`config.mk`:
```
export PLATFORM = sky130hd
export DESIGN_NAME = timer_ctrl
export DESIGN_NICKNAME = d
export VERILOG_FILES = /design/src/rtl/timer_ctrl.sv
export SDC_FILE = /design/constraint.sdc
export NUM_CORES = 1
export LEC_CHECK = 0
export ABC_AREA = 1
export BUFFER_PORTS_ARGS = -buffer_cell sky130_fd_sc_hd__buf_2
export CAP_MARGIN = 10
export CORE_AREA = 2 2 71 80
export CTS_BUF_LIST = sky130_fd_sc_hd__clkbuf_8 sky130_fd_sc_hd__clkbuf_16
export DETAILED_ROUTE_END_ITERATION = 10
export DIE_AREA = 0 0 73 82
export PLACE_DENSITY_LB_ADDON = 0.1
export SYNTH_ARGS = -nofsm -noshare
export SYNTH_HDL_FRONTEND = slang
export SYNTH_SLANG_ARGS = --single-unit
```
`constraint.sdc`:
```
create_clock -name clk -period 1.55 [get_ports clk]
set_input_delay 0 -clock clk [delete_from_list [all_inputs] [get_ports clk]]
set_output_delay 0 -clock clk [all_outputs]
set_load 0.1 [all_outputs]
```
`src/rtl/timer_ctrl.sv`:
```
// Control and interrupt sequencer for a 64-bit timer: prescaled count enable, debug halt,
// clear strobe on disable, and a sticky, maskable compare interrupt.
module timer_ctrl #(
    parameter int DIV_MAX = 8
) (
    input  logic        clk,
    input  logic        rst_n,
    input  logic        timer_en,
    input  logic        div_en,
    input  logic [3:0]  div_val,
    input  logic        dbg_mode,
    input  logic        halt_req,
    input  logic [63:0] cmp,
    input  logic        int_en,
    input  logic        int_st_clr,
    input  logic [63:0] cnt,
    output logic        cnt_en,
    output logic        cnt_clr,
    output logic        halt_ack,
    output logic        int_st,
    output logic        tim_int
);

    localparam logic [3:0] DIV_MAX_V = 4'(DIV_MAX);

    typedef enum logic [1:0] {IDLE, RUN, HALT} state_t;

    state_t             state;
    logic [DIV_MAX-1:0] pcnt;
    logic [DIV_MAX-1:0] mask;
    logic [3:0]         e;
    logic               div_en_q;
    logic [3:0]         div_val_q;
    logic               div_chg;
    logic               tick;
    logic               match_q;
    logic               halt_hit;

    // NOTE: every variable gets a default before any condition, so no latch is inferred.
    always_comb begin
        e    = '0;
        mask = '0;
        if (div_en) begin
            e = (div_val > DIV_MAX_V) ? DIV_MAX_V : div_val;
        end
        for (int i = 0; i < DIV_MAX; i++) begin
            mask[i] = (i < int'(e));
        end
        // Any edit to the divider fields restarts the divide period and suppresses this tick.
        div_chg = (div_en != div_en_q) || (div_val != div_val_q);
        tick    = !div_chg && ((e == 4'd0) || (pcnt == mask));
    end

    assign halt_hit = dbg_mode & halt_req;
    assign cnt_en   = (state == RUN) && tick;
    assign halt_ack = (state == HALT);
    assign tim_int  = int_st & int_en;

    // NOTE: sequential state uses non-blocking assignments so every register samples pre-edge values.
    always_ff @(posedge clk or negedge rst_n) begin
        if (!rst_n) begin
            state     <= IDLE;
            pcnt      <= '0;
            div_en_q  <= 1'b0;
            div_val_q <= '0;
            match_q   <= 1'b0;
            int_st    <= 1'b0;
            cnt_clr   <= 1'b0;
        end else begin
            div_en_q  <= div_en;
            div_val_q <= div_val;
            match_q   <= (cnt == cmp);
            cnt_clr   <= 1'b0;

            // A new match outranks a simultaneous write-1-to-clear.
            if (match_q) begin
                int_st <= 1'b1;
            end else if (int_st_clr) begin
                int_st <= 1'b0;
            end

            case (state)
                IDLE: begin
                    pcnt <= '0;
                    if (timer_en) begin
                        state <= RUN;
                    end
                end
                RUN: begin
                    if (!timer_en) begin
                        state   <= IDLE;
                        pcnt    <= '0;
                        cnt_clr <= 1'b1;
                    end else begin
                        if (halt_hit) begin
                            state <= HALT;
                        end
                        pcnt <= (div_chg || tick) ? '0 : pcnt + DIV_MAX'(1);
                    end
                end
                HALT: begin
                    if (!timer_en) begin
                        state   <= IDLE;
                        pcnt    <= '0;
                        cnt_clr <= 1'b1;
                    end else begin
                        if (!halt_hit) begin
                            state <= RUN;
                        end
                        if (div_chg) begin
                            pcnt <= '0;
                        end
                    end
                end
                default: begin
                    state <= IDLE;
                    pcnt  <= '0;
                end
            endcase
        end
    end

endmodule

```
==> results.txt <==
detailed-router iteration count before antenna repair - 5
Highest Clock Rate - 672 MHz
Gate power share - 50.1%
number of fill cells - 505
clk root buf - clkbuf_8
unique cell type count in the Yosys netlist - 32
count leader, synth - nand2_1
CTS tree - done
# IOs - 145
Leakage Power - 1.72 nW
Initial Utilization - 40.5%
first-pass GRT wire length - 9.39 mm
Synth Warn # - 0
Reg2Reg Setup Slack - 0.12 ns
Synth Cell Area - 0.00211 mm²
reg2reg path depth - 8
Finish-stage setup viols - 0
Clock Path Buffers - 2
asr flop ratio synth - 100%
Clock Skews - 0.00105 ns
outcome - finished, final reports clean
placeable core area - 0.00522 mm²
CP endpoint kind - output port
CP Max Fanout - 3
Power Density - 599 mW/mm²
Synth Flop Type - dfrtp_1
post-DR wirelength/cell - 10.7 µm
Net Sw Frac - 40.3%
worst hold path type - in -> reg
DRC Markers - 0
sequential fraction of the synthesis area - 21.3%
syn_area_per_cell - 6.82 µm²
fraction of layout cells with a size suffix above 1 - 41.5%
number of synthesized flops with an enable pin - 0
register bit total from synthesis - 18
H-Tree Depth - 1
Worst-path clk slew - 0.07 ns
Worst-Margin Slew - 0.506 ns
initial antenna violation count - 1
reg-to-reg startpoint - pcnt[1]
Overflow after GRT - 0
area growth from synthesis to layout - 50.1%
CP startpoint - pcnt[7]
largest net degree at the start of global routing - 19
Final Util - 60.8%
number of port buffers - 144
total power - 1.90 mW
Area contributors post-synth - dfrtp_1, nand2_1, xor2_1
Routed Antenna Nets - 0
DR vias - 2436
Yosys top cell area share - 21.3%
crit path to - cnt_en
top post-synthesis cells by count - nand2_1, inv_1, xor2_1
Starting DRT DRC Count - 82
DIE WIDTH - 73 µm
Die ar. - 0.00599 mm²
Final min period - 1.49 ns
Final Max Slew Viols - 0
Die H - 82 µm
worst hold slack - 0.137 ns
Worst-Skew Late Latency - 0.26 ns
Detail Placement HPWL - 4.90 mm
worst hold start - cnt[47]
vias in the first global route - 2282
worst reg2reg path endpoint - pcnt[6]
Synth area leader - dfrtp_1
maxcap violations - 0
Flop pwr share - 29.3%
GR Util All Layers - 19.9%
Post-Syn Instances - 310
Critical Path AT - 1.49 ns
GPL Wtd Cong - 0.821
Critical Path RT - 1.55 ns
Slew HR - 66.2%
CP startpoint kind - flop
placed cell count - 513
Cell Count, Final, Fillers Out - 536
internal power - 1.13 mW
Psw - 0.767 mW
TritonCTS Buffers - 3
Fin. Hold Viols - 0
final layout net count - 621
Rows - 28
# clock sinks - 18
Clock Power Share - 20.5%
final WL - 5.75 mm
crit share post-route - 96.0%
Crit Path Category - reg -> out
DR vias/cell - 4.54
RSZ-0062 raised after global routing - yes
syn nets - 455
VDD IR-drop max - 392 µV
-- routing by layer --
layer	vias up	global-route usage [%]	wire length [µm]
met5	-	0	0
li1	1306	-	-
met4	0	9.81	176
met3	15	3.31	347
met2	90	37.6	3080
met1	1025	20.9	2150
-- worst min path at each step --
stage                     endpoint  slack (ns)  cells past startpoint
after detailed placement   pcnt[5]       -0.03                      1
after global routing       match_q        0.17                      6
after floorplan            cnt_clr       -0.30                      0
after global placement     pcnt[5]       -0.04                      1
final                      match_q        0.14                      6
after CTS                  match_q        0.13                      6
-- cell usage in the layout, fill, tap and decap left out, drive strengths merged, types with 2 or more instances in the layout --
cell type and count:
dfrtp 18, nand2 91, dlygate4sd3 8, o21ai 3
or2 11, inv 40, o31ai 2, nor3 15
nand3 15, xor2 35, xnor2 22, nand4 13
o211ai 4, ha 5, clkbuf 4, nor2 29
buf 155
-- cell families after synthesis --
kind of cell	count (synthesis)	synth area share [%]
buffers and inverters	42	7.93
and+or+nand+nor	175	39.0
AOI/OAI and AO/OA	13	5.15
xor gates and xnor gates	57	23.6
DFF	18	21.3
adders and majority gates	5	2.96
-- power groups by stage --
stage | registers (mW) | clock network (mW) | logic [mW]
CTS | 0.559 | 0.406 | 0.927
global route | 0.563 | 0.426 | 1.05
finish | 0.557 | 0.391 | 0.953
global placement | 0.565 | 0 | 0.891
detailed placement | 0.569 | 0 | 0.908
floorplan | 0.652 | 0 | 0.514
-- state kept, by name, summed over array words and instances, names as in the netlist --
register	count
state	2
match_q	1
pcnt	8
int_st	1
div_en_q	1
cnt_clr	1
div_val_q	4
-- critical path: stages (launching register included) --
cell	delay [ns]
dfrtp_1	0.37
or2_0	0.11
nand3_1	0.09
nor2_2	0.10
nand2_2	0.07
nor2_4	0.10
nand2_4	0.07
a21oi_4	0.15
buf_12	0.19
-- what timing repair did --
item | CTS | global route
hold buffers | 8 | 0
endpoints found under the setup margin | 1 | 8
resized for setup | 4 | 5
pin swaps | 2 | 5
buffers inserted | 6 | 4
hold endpoints to repair | 25 | 0
-- through the flow --
step | cell area [µm²] | setup WS (ns) | TNS (ns)
6_report | 3170 | 0.0621 | 0
5_1_grt | 3170 | -0.0340 | -0.0705
4_1_cts | 3120 | 0.00739 | 0
3_5_place_dp | 2940 | 0.125 | 0
3_3_place_gp | 2940 | 0.151 | 0
2_1_floorplan | 2130 | 0.00230 | 0
-- area by class of cell --
cell class	count	area, µm²	area share, %
antenna	1	2.50	0.0789
clock buffer	4	55.1	1.74
inverter	40	153	4.81
multi-input combinational	250	1530	48.3
sequential	18	457	14.4
tap	60	75.1	2.37
timing repair buffer	163	898	28.3
Note: power is estimated with default switching activity, not from simulation.
